[src/rtl/expmod_pkg.sv]
// Shared types and constants for the exponent/modulus frame receiver.
package expmod_pkg;

  // Receiver states; CHECK is only reachable when the checksum build option is enabled.
  typedef enum logic [2:0] {
    IDLE  = 3'd0,
    VALUE = 3'd1,
    EXP   = 3'd2,
    MOD   = 3'd3,
    CHECK = 3'd4,
    ISSUE = 3'd5
  } frame_state_e;

  // Last-error code reported on err_code_out.
  typedef enum logic [1:0] {
    ERR_NONE     = 2'd0,
    ERR_CHECKSUM = 2'd1,
    ERR_TIMEOUT  = 2'd2,
    ERR_ZERO_MOD = 2'd3
  } frame_err_e;

  localparam logic [7:0] DEFAULT_SYNC_BYTE = 8'hA5;

endpackage

[src/rtl/frame_timeout.sv]
// Inter-byte gap counter. Counts enabled cycles without a clear; expired_out is
// high in the cycle that would complete TIMEOUT_CYCLES idle cycles, so a clear
// (byte arrival) in that same cycle suppresses it.
module frame_timeout #(
  parameter int unsigned TIMEOUT_CYCLES = 1_000_000
) (
  input  logic clk_in,
  input  logic rst_in,
  input  logic clear_in,
  input  logic enable_in,
  output logic expired_out
);

  localparam int unsigned CNT_W = $clog2(TIMEOUT_CYCLES + 1);

  logic [CNT_W-1:0] count_q, count_d;

  // Next count: restart on clear or when disabled, otherwise saturating increment.
  always_comb begin
    count_d = count_q;
    if (clear_in || !enable_in) begin
      count_d = '0;
    end else if (count_q != CNT_W'(TIMEOUT_CYCLES)) begin
      count_d = count_q + CNT_W'(1);
    end else begin
      count_d = count_q;
    end
  end

  // Count register with synchronous reset.
  always_ff @(posedge clk_in) begin
    if (rst_in) begin
      count_q <= '0;
    end else begin
      count_q <= count_d;
    end
  end

  assign expired_out = enable_in && !clear_in && (count_q == CNT_W'(TIMEOUT_CYCLES - 1));

endmodule

[src/rtl/expmod_frame_rx.sv]
// Frame receiver feeding exponent_modulus: SYNC, value, exponent, modulus
// (WIDTH/8 bytes each, MSB first), optional XOR checksum byte.
// Build option: EXPMOD_FRAME_CHECKSUM_EN adds the checksum byte and CHECK state.
// A completed frame with busy_in=0 issues in the completion cycle itself, so
// ready_out follows the final byte by one cycle; with busy_in=1 it waits in ISSUE.
module expmod_frame_rx
  import expmod_pkg::*;
#(
  parameter int unsigned WIDTH          = 16,
  parameter logic [7:0]  SYNC_BYTE      = DEFAULT_SYNC_BYTE,
  parameter int unsigned TIMEOUT_CYCLES = 1_000_000
) (
  input  logic             clk_in,
  input  logic             rst_in,
  input  logic             new_data_in,
  input  logic [7:0]       data_byte_in,
  input  logic             busy_in,
  output logic             ready_out,
  output logic [WIDTH-1:0] value_out,
  output logic [WIDTH-1:0] exponent_out,
  output logic [WIDTH-1:0] modulus_out,
  output logic             frame_err_out,
  output logic [1:0]       err_code_out
);

  localparam int unsigned NB    = WIDTH / 8;
  localparam int unsigned CNT_W = (NB > 1) ? $clog2(NB) : 1;

  frame_state_e     state_q, state_d;
  logic [CNT_W-1:0] cnt_q, cnt_d;
  logic [WIDTH-1:0] val_stage_q, val_stage_d, exp_stage_q, exp_stage_d, mod_stage_q, mod_stage_d;
  logic [WIDTH-1:0] val_out_q, val_out_d, exp_out_q, exp_out_d, mod_out_q, mod_out_d;
  logic             ready_q, ready_d, ferr_q, ferr_d;
  frame_err_e       err_q, err_d;
`ifdef EXPMOD_FRAME_CHECKSUM_EN
  logic [7:0]       csum_q, csum_d;
`endif

  logic             active_s, expired_s, last_byte_s;
  logic             complete_s, issue_s, reject_s;
  frame_err_e       reject_code_s;
  logic [WIDTH-1:0] byte_ext_s, mod_final_s;

  assign active_s    = (state_q == VALUE) || (state_q == EXP) || (state_q == MOD) || (state_q == CHECK);
  assign last_byte_s = (cnt_q == CNT_W'(NB - 1));
  assign byte_ext_s  = WIDTH'(data_byte_in);

  frame_timeout #(
    .TIMEOUT_CYCLES (TIMEOUT_CYCLES)
  ) u_timeout (
    .clk_in      (clk_in),
    .rst_in      (rst_in),
    .clear_in    (new_data_in),
    .enable_in   (active_s),
    .expired_out (expired_s)
  );

  // Next-state, staging and output logic for the frame parser.
  always_comb begin
    state_d       = state_q;
    cnt_d         = cnt_q;
    val_stage_d   = val_stage_q;
    exp_stage_d   = exp_stage_q;
    mod_stage_d   = mod_stage_q;
    val_out_d     = val_out_q;
    exp_out_d     = exp_out_q;
    mod_out_d     = mod_out_q;
    ready_d       = 1'b0;
    ferr_d        = 1'b0;
    err_d         = err_q;
    complete_s    = 1'b0;
    issue_s       = 1'b0;
    reject_s      = 1'b0;
    reject_code_s = ERR_NONE;
    mod_final_s   = mod_stage_q;
`ifdef EXPMOD_FRAME_CHECKSUM_EN
    csum_d        = csum_q;
    if (new_data_in && active_s && (state_q != CHECK)) begin
      csum_d = csum_q ^ data_byte_in;
    end else begin
      csum_d = csum_q;
    end
`endif

    case (state_q)
      IDLE: begin
        if (new_data_in && (data_byte_in == SYNC_BYTE)) begin
          state_d = VALUE;
          cnt_d   = '0;
`ifdef EXPMOD_FRAME_CHECKSUM_EN
          csum_d  = 8'h00;
`endif
        end else begin
          state_d = IDLE;
        end
      end
      VALUE: begin
        if (new_data_in) begin
          val_stage_d = (val_stage_q << 4'd8) | byte_ext_s;
          cnt_d       = last_byte_s ? '0 : cnt_q + CNT_W'(1);
          state_d     = last_byte_s ? EXP : VALUE;
        end else if (expired_s) begin
          reject_s      = 1'b1;
          reject_code_s = ERR_TIMEOUT;
        end else begin
          state_d = VALUE;
        end
      end
      EXP: begin
        if (new_data_in) begin
          exp_stage_d = (exp_stage_q << 4'd8) | byte_ext_s;
          cnt_d       = last_byte_s ? '0 : cnt_q + CNT_W'(1);
          state_d     = last_byte_s ? MOD : EXP;
        end else if (expired_s) begin
          reject_s      = 1'b1;
          reject_code_s = ERR_TIMEOUT;
        end else begin
          state_d = EXP;
        end
      end
      MOD: begin
        if (new_data_in) begin
          mod_stage_d = (mod_stage_q << 4'd8) | byte_ext_s;
          cnt_d       = last_byte_s ? '0 : cnt_q + CNT_W'(1);
          if (last_byte_s) begin
`ifdef EXPMOD_FRAME_CHECKSUM_EN
            state_d = CHECK;
`else
            complete_s  = 1'b1;
            mod_final_s = mod_stage_d;
`endif
          end else begin
            state_d = MOD;
          end
        end else if (expired_s) begin
          reject_s      = 1'b1;
          reject_code_s = ERR_TIMEOUT;
        end else begin
          state_d = MOD;
        end
      end
`ifdef EXPMOD_FRAME_CHECKSUM_EN
      CHECK: begin
        if (new_data_in) begin
          if (data_byte_in == csum_q) begin
            complete_s = 1'b1;
          end else begin
            reject_s      = 1'b1;
            reject_code_s = ERR_CHECKSUM;
          end
        end else if (expired_s) begin
          reject_s      = 1'b1;
          reject_code_s = ERR_TIMEOUT;
        end else begin
          state_d = CHECK;
        end
      end
`endif
      ISSUE: begin
        if (!busy_in) begin
          issue_s = 1'b1;
        end else begin
          state_d = ISSUE;
        end
      end
      default: begin
        state_d = IDLE;
      end
    endcase

    // A completed frame is screened for a zero modulus before it may issue.
    if (complete_s) begin
      if (mod_final_s == '0) begin
        reject_s      = 1'b1;
        reject_code_s = ERR_ZERO_MOD;
      end else if (!busy_in) begin
        issue_s = 1'b1;
      end else begin
        state_d = ISSUE;
      end
    end else begin
      state_d = state_d;
    end

    if (issue_s) begin
      ready_d   = 1'b1;
      val_out_d = val_stage_q;
      exp_out_d = exp_stage_q;
      mod_out_d = mod_final_s;
      err_d     = ERR_NONE;
      state_d   = IDLE;
    end else if (reject_s) begin
      ferr_d  = 1'b1;
      err_d   = reject_code_s;
      state_d = IDLE;
    end else begin
      ready_d = 1'b0;
    end
  end

  // State, staging and output registers with synchronous reset.
  always_ff @(posedge clk_in) begin
    if (rst_in) begin
      state_q     <= IDLE;
      cnt_q       <= '0;
      val_stage_q <= '0;
      exp_stage_q <= '0;
      mod_stage_q <= '0;
      val_out_q   <= '0;
      exp_out_q   <= '0;
      mod_out_q   <= '0;
      ready_q     <= 1'b0;
      ferr_q      <= 1'b0;
      err_q       <= ERR_NONE;
`ifdef EXPMOD_FRAME_CHECKSUM_EN
      csum_q      <= 8'h00;
`endif
    end else begin
      state_q     <= state_d;
      cnt_q       <= cnt_d;
      val_stage_q <= val_stage_d;
      exp_stage_q <= exp_stage_d;
      mod_stage_q <= mod_stage_d;
      val_out_q   <= val_out_d;
      exp_out_q   <= exp_out_d;
      mod_out_q   <= mod_out_d;
      ready_q     <= ready_d;
      ferr_q      <= ferr_d;
      err_q       <= err_d;
`ifdef EXPMOD_FRAME_CHECKSUM_EN
      csum_q      <= csum_d;
`endif
    end
  end

  assign ready_out     = ready_q;
  assign value_out     = val_out_q;
  assign exponent_out  = exp_out_q;
  assign modulus_out   = mod_out_q;
  assign frame_err_out = ferr_q;
  assign err_code_out  = err_q;

endmodule
[config.mk]
export PLATFORM = sky130hd
export DESIGN_NAME = expmod_frame_rx
export DESIGN_NICKNAME = d
export VERILOG_FILES = /design/src/rtl/expmod_pkg.sv /design/src/rtl/frame_timeout.sv /design/src/rtl/expmod_frame_rx.sv
export SDC_FILE = /design/constraint.sdc
export NUM_CORES = 1
export LEC_CHECK = 0
export ABC_AREA = 1
export CAP_MARGIN = 0
export CELL_PAD_IN_SITES_DETAIL_PLACEMENT = 0
export CELL_PAD_IN_SITES_GLOBAL_PLACEMENT = 1
export CORE_ASPECT_RATIO = 0.9
export CORE_MARGIN = 8
export CORE_UTILIZATION = 40
export DETAILED_ROUTE_END_ITERATION = 6
export GPL_ROUTABILITY_DRIVEN = 1
export PLACE_DENSITY_LB_ADDON = 0.1
export SYNTH_ARGS = -nofsm -noshare
export SYNTH_HDL_FRONTEND = slang
export SYNTH_SLANG_ARGS = --single-unit
[constraint.sdc]
create_clock -name clk_in -period 2.7 [get_ports clk_in]
set_clock_uncertainty 0.2 [all_clocks]
set_input_delay 0.54 -clock clk_in [delete_from_list [all_inputs] [get_ports clk_in]]
set_output_delay 0.54 -clock clk_in [all_outputs]
set_load 0.1 [all_outputs]
==> run metrics <==
r2r worst-path depth=16; DR WL/cell=14.2 um; commonest non-fill, non-tap cells in the layout=nand2_1 (175), dfxtp_1 (124), buf_4 (98), nor2_1 (80), nand3_1 (71); Seq/Total Area, Yosys=0.460; MaxCap Viol Count=0; final std cells w/o fill=1,024; Clock Latency Late Sink=410 ps; final wirelength=14.5 mm; first-pass GRT wire length=24.0 mm; CP Class=reg -> reg; footprint of the multi-input gates=2430 um^2; Final WS setup=276 ps; Worst Path Required=2850 ps; # rows=40; GPL Wtd Cong=0.860; CTS root buf=clkbuf_16; DR vias/cell=5.05; design area=6930 um^2; fin util=0.522; Area Overhead vs Synth=28.5%; CTS tree=built; hold path depth=2; core footprint=13,300 um^2; Final Hold Fails=0; largest net degree at the start of global routing=148; synthesized net count=768; Starting Density=0.407; gr usage total=0.165; FILL cells=1,282; Mapped Area=5390 um^2; Cell Pwr Density=612 nW/um^2; Num Clock Sinks=124; Final HPWL DP=10.0 mm; Max clock buf depth=2; status=completed; Ys Warns=0; #FFs+latches synth=124; CP Data Arrival Time=2580 ps; DR DRC count=0; RSZ-0062 raised after global routing=no; CTS buffer count=17; reg2reg setup slack=280 ps; port bufs=63; cell count after synthesis=754; Setup Total Neg Slack=0 ps; share of cells above drive strength 1=0.164; fmax=0.413 GHz; DP Area=6260 um^2; grt ovf=0; min Tclk post-route=2420 ps; Worst-Margin Slew=628 ps; I/O pin cnt=64; Reg area=2480 um^2; Synth cell types=26; Lkg Pwr=3.16 nW; drt initial violations=362; Final Cycle Share=0.898; endpoints failing setup=0; CP Launch Type=flip-flop; Die H=126 um; H-Tree Depth=4; worst vdd ir=0.362 mV; Final ANT Viol Nets=0; Hold WC Path Type=reg -> reg; crit-path max FO=11; nets=857; diode count=0; post-placement setup slack=-258 ps; fin. max-slew vios=0; 1st-pass router iterations=5; Inst Count DP=989; CP endpoint kind=flip-flop; commonest non-fill, non-tap cell in the layout=nand2_1; vias in the first global route=4,900; Mapped Avg Cell Area=7.15 um^2; slew margin rel.=0.582; Clock transition at path regs=50 ps; Die Area=17,500 um^2; Overall Power=4.24 mW; cts hold-fix bufs=0; Final Hold Slack=259 ps; vias=5,175; initial antenna violation count=0; Die W=138 um
[kinds of logic (layout without fill, tap and decap cells)]
family / after synthesis / in the layout / share of synthesized area
xor gates and xnor gates: 3 / 3 / 0.00487
adders and majority gates: 2 / 2 / 0.00464
buffers and inverters: 111 / 213 / 0.0921
DFF: 124 / 124 / 0.460
AOI/OAI and AO/OA: 108 / 108 / 0.102
and+or+nand+nor: 406 / 406 / 0.336
[cell usage after synthesis]
master,instances,area [um^2]
nand2_1,176,661
dfxtp_1,124,2480
nor2_1,81,304
nand3_1,71,355
inv_1,64,240
o21ai_0,58,290
nand4_1,57,357
a21oi_1,46,230
clkbuf_1,26,97.6
nor3_1,13,65.1
buf_6,9,101
buf_1,5,18.8
buf_2,4,20.0
xor2_1,3,26.3
buf_4,2,15.0
ha_1,2,25.0
nand2_4,2,22.5
nor4_1,2,12.5
o211ai_1,2,15.0
inv_2,1,3.75
nand2_2,1,6.26
nor2_4,1,11.3
nor3_2,1,10.0
o21a_1,1,7.51
o31ai_1,1,7.51
or2_0,1,6.26
[state kept, by name, summed over array words and instances (netlist names)]
signal             flops
u_timeout.count_q     20
exp_stage_q           16
exponent_out          16
mod_stage_q           16
modulus_out           16
val_stage_q           16
value_out             16
state_q                3
err_code_out           2
cnt_q                  1
frame_err_out          1
ready_out              1
[final timing paths]
kind | from | end
hold reg to reg | exponent_out[15] | exponent_out[15]
setup / recovery | state_q[1] | err_code_out[1]
hold / removal | exponent_out[15] | exponent_out[15]
setup reg to reg | state_q[1] | err_code_out[1]
[what timing repair did]
item / 4_1_cts / 5_1_grt
gates resized for setup: 0 / 7
endpoints found under the hold margin: 0 / 0
endpoints found under the setup margin: 0 / 50
buffers inserted: 0 / 2
[layer usage]
metal / share of wire / routed length, um / GRT usage
met5: 0 / 0 / 0
met4: 0.011 / 154 / 0.0556
met3: 0.045 / 656 / 0.0481
met2: 0.45 / 6550 / 0.256
met1: 0.49 / 7180 / 0.213
[power breakdown]
part / internal [mW] / total [mW] / switching (mW)
clock network: 1.52 / 2.30 / 0.781
logic: 0.0299 / 0.102 / 0.0725
registers: 1.83 / 1.83 / 0.000350
[final cells by class]
type,instances,area share
clock buffer,26,0.0706
clock inverter,6,0.0157
inverter,65,0.0354
multi-input combinational,519,0.350
sequential,124,0.358
tap,168,0.0303
timing repair buffer,116,0.140
[critical path, cell delays in order (launching register included)]
cell	delay (ps)
dfxtp_1	420
nand2_1	120
nor2_4	160
buf_4	210
nand3_1	90
nand2_1	120
nand2_1	80
inv_1	50
nand2_1	60
nor2_1	100
nand2_1	80
nand2_1	80
nand2_2	100
nand2_4	160
buf_6	160
nand3_1	90
nand2_1	100
Power figures use the tool's default switching activity.
